$ cat config.mk
export PLATFORM = sky130hd
export DESIGN_NAME = ws2801_receiver
export DESIGN_NICKNAME = d
export VERILOG_FILES = /design/src/rtl/ws2801_pkg.sv /design/src/rtl/ws2801_rx_sync.sv /design/src/rtl/ws2801_receiver.sv
export SDC_FILE = /design/constraint.sdc
export NUM_CORES = 1
export LEC_CHECK = 0
export BUFFER_PORTS_ARGS = -buffer_cell sky130_fd_sc_hd__buf_4
export CORE_MARGIN = 1.5
export CORE_UTILIZATION = 52
export DETAILED_ROUTE_END_ITERATION = 7
export PLACE_DENSITY = 0.71
export SYNTH_ARGS = -nofsm -noshare
export SYNTH_HDL_FRONTEND = slang
export SYNTH_SLANG_ARGS = --single-unit
$ cat constraint.sdc
create_clock -name clk -period 1.7 [get_ports clk]
set_input_delay 0.255 -clock clk [delete_from_list [all_inputs] [get_ports clk]]
set_output_delay 0.255 -clock clk [all_outputs]
set_load 0.02 [all_outputs]
$ cat src/rtl/ws2801_pkg.sv
// Shared types for the WS2801 receive path: pixel width, RGB layout and FSM states.
package ws2801_pkg;

    localparam int BITS_PER_PIXEL = 24;

    typedef struct packed {
        logic [7:0] r;
        logic [7:0] g;
        logic [7:0] b;
    } rgb_t;

    typedef enum logic [1:0] {
        S_IDLE,
        S_RX,
        S_LATCH
    } rx_state_t;

endpackage

$ cat src/rtl/ws2801_rx_sync.sv
// Brings the asynchronous WS2801 data/clock pins into the clk domain and
// flags each rising edge of the serial clock.
module ws2801_rx_sync #(
    parameter int SYNC_STAGES = 2
) (
    input  logic clk,
    input  logic rst,
    input  logic sdi_in,
    input  logic sck_in,
    output logic sdi_s,
    output logic sck_s,
    output logic sck_rise
);

    logic [SYNC_STAGES-1:0] sdi_sync_q;
    logic [SYNC_STAGES-1:0] sck_sync_q;
    logic                   sck_hist_q;

    always_ff @(posedge clk) begin
        if (!rst) begin
            sdi_sync_q <= '0;
            sck_sync_q <= '0;
            sck_hist_q <= 1'b0;
        end else begin
            sdi_sync_q <= {sdi_sync_q[SYNC_STAGES-2:0], sdi_in};
            sck_sync_q <= {sck_sync_q[SYNC_STAGES-2:0], sck_in};
            sck_hist_q <= sck_sync_q[SYNC_STAGES-1];
        end
    end

    assign sdi_s    = sdi_sync_q[SYNC_STAGES-1];
    assign sck_s    = sck_sync_q[SYNC_STAGES-1];
    assign sck_rise = sck_s & ~sck_hist_q;

endmodule

$ cat src/rtl/ws2801_receiver.sv
// WS2801 stream receiver: rebuilds 24-bit pixels, strobes them out with their
// index and detects the idle-low latch. Define WS2801_RX_FRAMEBUF_EN for led_rgb.
module ws2801_receiver
    import ws2801_pkg::*;
#(
    parameter int LEDS         = 50,
    parameter int LATCH_CYCLES = 400,
    parameter int SYNC_STAGES  = 2
) (
    input  logic                          clk,
    input  logic                          rst,
    input  logic                          sdi_in,
    input  logic                          sck_in,
    output logic [BITS_PER_PIXEL-1:0]     pixel_data,
    output logic [$clog2(LEDS)-1:0]       pixel_idx,
    output logic                          pixel_valid,
    output logic                          frame_done,
    output logic [$clog2(LEDS+1)-1:0]     frame_len,
    output logic                          err_overflow,
    output logic                          err_partial
`ifdef WS2801_RX_FRAMEBUF_EN
    ,
    output logic [BITS_PER_PIXEL*LEDS-1:0] led_rgb
`endif
);

    localparam int IW = $clog2(LEDS);
    localparam int CW = $clog2(LEDS+1);
    localparam int DW = $clog2(LATCH_CYCLES+1);
    localparam logic [CW-1:0] LEDS_C   = CW'(LEDS);
    localparam logic [IW-1:0] LAST_IDX = IW'(LEDS-1);
    localparam logic [DW-1:0] LATCH_C  = DW'(LATCH_CYCLES);
    localparam logic [DW-1:0] LATCH_M1 = DW'(LATCH_CYCLES-1);

    logic sdi_s;
    logic sck_s;
    logic sck_rise;

    ws2801_rx_sync #(
        .SYNC_STAGES(SYNC_STAGES)
    ) u_sync (
        .clk     (clk),
        .rst     (rst),
        .sdi_in  (sdi_in),
        .sck_in  (sck_in),
        .sdi_s   (sdi_s),
        .sck_s   (sck_s),
        .sck_rise(sck_rise)
    );

    rx_state_t                 state_q;
    logic [BITS_PER_PIXEL-2:0] shift_q;
    logic [4:0]                bit_cnt_q;
    logic [CW-1:0]             pix_cnt_q;
    logic [DW-1:0]             idle_cnt_q;
    logic [DW-1:0]             idle_cnt_d;
    rgb_t                      pixel_q;
    logic [IW-1:0]             pixel_idx_q;
    logic                      pixel_valid_q;
    logic                      frame_done_q;
    logic [CW-1:0]             frame_len_q;
    logic                      err_overflow_q;
    logic                      err_partial_q;

    logic latch_hit;
    logic pix_done;
    logic room;
    rgb_t pixel_d;

    // Latch fires on the cycle the idle count reaches LATCH_CYCLES, which
    // requires sck low, so it can never collide with a rising edge.
    always_comb begin
        idle_cnt_d = idle_cnt_q;
        if (sck_s) begin
            idle_cnt_d = '0;
        end else if (idle_cnt_q != LATCH_C) begin
            idle_cnt_d = idle_cnt_q + 1'b1;
        end
        latch_hit = (state_q == S_RX) && !sck_s && (idle_cnt_q == LATCH_M1);
        pix_done  = (state_q == S_RX) && sck_rise && (bit_cnt_q == 5'd23);
        room      = (pix_cnt_q != LEDS_C);
        pixel_d   = {shift_q, sdi_s};
    end

    always_ff @(posedge clk) begin
        if (!rst) begin
            state_q        <= S_IDLE;
            shift_q        <= '0;
            bit_cnt_q      <= '0;
            pix_cnt_q      <= '0;
            idle_cnt_q     <= '0;
            pixel_q        <= '0;
            pixel_idx_q    <= '0;
            pixel_valid_q  <= 1'b0;
            frame_done_q   <= 1'b0;
            frame_len_q    <= '0;
            err_overflow_q <= 1'b0;
            err_partial_q  <= 1'b0;
        end else begin
            idle_cnt_q    <= idle_cnt_d;
            pixel_valid_q <= 1'b0;
            frame_done_q  <= 1'b0;
            case (state_q)
                S_IDLE: begin
                    if (sck_rise) begin
                        shift_q   <= {shift_q[BITS_PER_PIXEL-3:0], sdi_s};
                        bit_cnt_q <= 5'd1;
                        state_q   <= S_RX;
                    end
                end
                S_RX: begin
                    if (latch_hit) begin
                        state_q      <= S_LATCH;
                        frame_done_q <= 1'b1;
                        frame_len_q  <= pix_cnt_q;
                        if (bit_cnt_q != 5'd0) begin
                            err_partial_q <= 1'b1;
                        end
                    end else if (sck_rise) begin
                        shift_q <= {shift_q[BITS_PER_PIXEL-3:0], sdi_s};
                        if (pix_done) begin
                            bit_cnt_q     <= 5'd0;
                            pixel_valid_q <= 1'b1;
                            pixel_q       <= pixel_d;
                            pixel_idx_q   <= room ? pix_cnt_q[IW-1:0] : LAST_IDX;
                            if (room) begin
                                pix_cnt_q <= pix_cnt_q + 1'b1;
                            end else begin
                                err_overflow_q <= 1'b1;
                            end
                        end else begin
                            bit_cnt_q <= bit_cnt_q + 1'b1;
                        end
                    end
                end
                S_LATCH: begin
                    // An edge landing right after the latch opens the next frame.
                    pix_cnt_q <= '0;
                    if (sck_rise) begin
                        shift_q   <= {shift_q[BITS_PER_PIXEL-3:0], sdi_s};
                        bit_cnt_q <= 5'd1;
                        state_q   <= S_RX;
                    end else begin
                        bit_cnt_q <= 5'd0;
                        state_q   <= S_IDLE;
                    end
                end
                default: state_q <= S_IDLE;
            endcase
        end
    end

    assign pixel_data   = pixel_q;
    assign pixel_idx    = pixel_idx_q;
    assign pixel_valid  = pixel_valid_q;
    assign frame_done   = frame_done_q;
    assign frame_len    = frame_len_q;
    assign err_overflow = err_overflow_q;
    assign err_partial  = err_partial_q;

`ifdef WS2801_RX_FRAMEBUF_EN
    logic [LEDS-1:0][BITS_PER_PIXEL-1:0] shadow_q;
    logic [LEDS-1:0][BITS_PER_PIXEL-1:0] led_q;

    // Shadow collects the frame; the visible copy moves only with frame_done.
    always_ff @(posedge clk) begin
        if (!rst) begin
            shadow_q <= '0;
            led_q    <= '0;
        end else begin
            if (pix_done && room) begin
                shadow_q[pix_cnt_q[IW-1:0]] <= pixel_d;
            end
            if (latch_hit) begin
                led_q <= shadow_q;
            end
        end
    end

    assign led_rgb = led_q;
`endif

endmodule

==> metrics.cfg <==
[worst_setup_path]
cp-end-kind = flip-flop
rrSetupSlack_ns = -0.09
rr_endpoint = state_q[0]$_SDFFE_PN0P_
worstPathArrival_ns = 2.05
worstRegToRegCells = 6
startpoint_type = flip-flop
path_depth = 6
worstSetupStartpoint = state_q[1]$_SDFFE_PN0P_
cp_max_fo = 3
crit_slowest_cell = or3_4
critPathKind = reg2reg
crit_chain = inv_2 > ha_4 > or3b_4 > or3_4 > a21o_1 > a221oi_2
critPathTopFamily = simple AND/OR/NAND/NOR gates
worstPathRequired_ns = 1.96
worst-path-buf-inv = 1
critPathMaxStageDelay_ns = 0.40
r2r_start = state_q[1]$_SDFFE_PN0P_

[min_path]
holdPathEnd = u_sync.sck_sync_q[0]$_SDFF_PN0_
hp-class = in2reg
hold_depth = 2
worstHoldStart = sck_in

[synth]
synth.avg_cell_area_um2 = 8.27
synth_cell_types = 44
yosys_register_bits = 90
synth_ff_type = dfxtp_1
synth_top_cell_by_area = dfxtp_1
ys_seq_area_share_pct = 49.7
syn_area_um2 = 3620
synth_most_common_cell = nand2_1
synth.top_cells.by_count = nand2_1 (118), dfxtp_1 (90), a21oi_1 (64), clkbuf_1 (26), nor2_1 (21)
synth_edf_count = 0
synth_cells = 438
ys_warn_count = 0
synth_area_leaders = dfxtp_1 (50%), nand2_1 (12%), a21oi_1 (8.8%)
netlist.area_leader.share_pct = 49.7
synth_fp_nets = 452
async_reset_ff_share_pct = 0

[drt]
wl_um = 7860
wl_met2_um = 3640
wl_per_cell_um = 13.7
drt_iter0_drc = 182
detail-route-antenna-nets = 0
wl_met3_um = 290
top_layer_used = met4
drc_errors = 0
vias = 3139
avgViaCountPerCell = 5.47
first_pass_iters = 4
drt-met1-wl_um = 3820

[sta]
finalCriticalPeriod_ns = 1.79
drv_slew = 0
tightest_slew_ns = 0.365
setup_ws_ns = -0.0879
relSlewSlack_pct = 75.3
final.setup.tns_ns = -0.529
max_freq_mhz = 559
finalSetupViolations = 9
hold_violations = 0
min_period_over_period_pct = 105
clock_skew_ns = 0.0109
rsz0062_at_grt = yes

[cts]
clock-sinks = 90
ctsHoldBuffers = 0
htree_levels = 3
clk_pin_slew_ns = 0.08
numCtsBuffers = 9
cts_buffer_depth = 2
cts_tree = built
root_buffer = clkbuf_8
clkLatencyLatePin_ns = 0.36

[global_routing]
grt_usage_pct = 22.3
grt_pass1_vias = 2857
grt_max_degree = 38
gr-total-overflow = 0
grt_pass1_wl_um = 13300
antenna_found_initial = 0

[final_layout]
drive_gt1_share_pct = 21.7
nets = 504
synthToLayoutAreaGrowth_pct = 22.5
diodes = 0
utilization_pct = 65.6

[place]
hpwl_um = 5350
gp_congestion = 0.797
dp_slack_ns = -0.0958
io_buffers = 43

[die]
die_h_um = 86.5
row_count = 30
core_area_um2 = 6760
die_w_um = 86.5
start_util_pct = 53.6
dieArea_um2 = 7480
io_pins = 44

[pwr]
p_clk_share_pct = 34.8
p_sw_mw = 0.972
p_sw_share_pct = 25.8
pwr-share-seq_pct = 56.9
internal-power_mw = 2.80
peakVddDrop_uv = 349
cellPowerDensity_nw_per_um2 = 850
p_leak_nw = 1.68
p_comb_share_pct = 8.3

[outcome]
failed_checks = negative setup slack
status = finished with violations

[run]
drv_cap = 0

layout by cell type (no fill, tap or decap), types with 5 or more instances in the layout:
master / count
nand2b_1: 5
inv_1: 6
o21ai_0: 6
a21oi_1: 63
nand2_1: 118
o21a_1: 5
nand3_1: 11
and2_1: 8
buf_4: 65
mux2i_1: 7
nor2_1: 20
ha_1: 6
clkbuf_8: 9
dfxtp_1: 88
layer usage:
| metal | vias to the layer above | GRT usage (%) |
|---|---|---|
| met2 | 69 | 35.4 |
| met4 | 0 | 9.38 |
| met1 | 1483 | 30.5 |
| li1 | 1576 | - |
| met3 | 11 | 3.43 |
| met5 | - | 0 |
timing repair:
item	CTS	global route
buffers inserted	3	0
gates cloned	0	0
setup endpoints to repair	12	42
resized for setup	4	11
worst max-delay path by stage:
stage	slack (ns)	end
floorplan	-0.13	state_q[0]$_SDFFE_PN0P_
global placement	-0.03	frame_len[0]$_SDFFE_PN0P_
detailed placement	-0.1	frame_len[0]$_SDFFE_PN0P_
CTS	-0.07	frame_len[5]$_SDFFE_PN0P_
global route	-0.15	state_q[0]$_SDFFE_PN0P_
finish	-0.09	state_q[0]$_SDFFE_PN0P_
final cells by class:
cell class                      count  area [um^2]
Fill cell                         587         2320
Sequential cell                    90         1800
Multi-Input combinational cell    311         1760
Timing Repair Buffer               70          571
Clock buffer                        9          124
Tap cell                           80          100
Clock inverter                      6         51.3
Inverter                            8         30.0
cell families after synthesis:
logic type	count (synthesis)	synth area share, %
flip-flops	90	49.7
XOR/XNOR	5	1.21
AND/OR/NAND/NOR	198	25.1
multiplexers	7	1.93
adder cells (fa/ha/maj)	10	3.45
buffers and inverters	37	4.11
AO/OA/AOI/OAI	91	14.5
power groups by stage:
stage                     sequential, mW  combinational [mW]  clock (mW)
after CTS                           2.15               0.285        1.35
final                               2.15               0.314        1.31
after global routing                2.15               0.344        1.45
after global placement              2.19               0.256           0
after floorplan                     2.19               0.185           0
after detailed placement            2.20               0.259           0
worst register-to-register path: cells and delay by family, from the launching register on:
kind,cells,cell delay (ns)
compound gates,2,0.40
fa+ha+maj,1,0.13
simple gates,2,0.77
flops,1,0.33
buf+inv,1,0.07
state kept, by name (all words and copies together), names as in the netlist:
register	count
bit_cnt_q	5
err_overflow	1
err_partial	1
frame_done	1
frame_len	6
idle_cnt_q	9
pix_cnt_q	6
pixel_data	24
pixel_idx	6
pixel_valid	1
shift_q	23
state_q	2
u_sync.sck_hist_q	1
u_sync.sck_sync_q	2
u_sync.sdi_sync_q	2
metrics by stage:
| step | cells | area [um^2] | hold slack [ns] | total power, mW |
|---|---|---|---|---|
| after floorplan | 438 | 3650 | 0.382 | 2.38 |
| after global placement | 556 | 4160 | 0.422 | 2.45 |
| after detailed placement | 556 | 4160 | 0.423 | 2.45 |
| after CTS | 574 | 4380 | 0.104 | 3.78 |
| after global routing | 574 | 4440 | 0.110 | 3.95 |
| final | 574 | 4440 | 0.112 | 3.77 |
(Power assumes the default switching activity.)
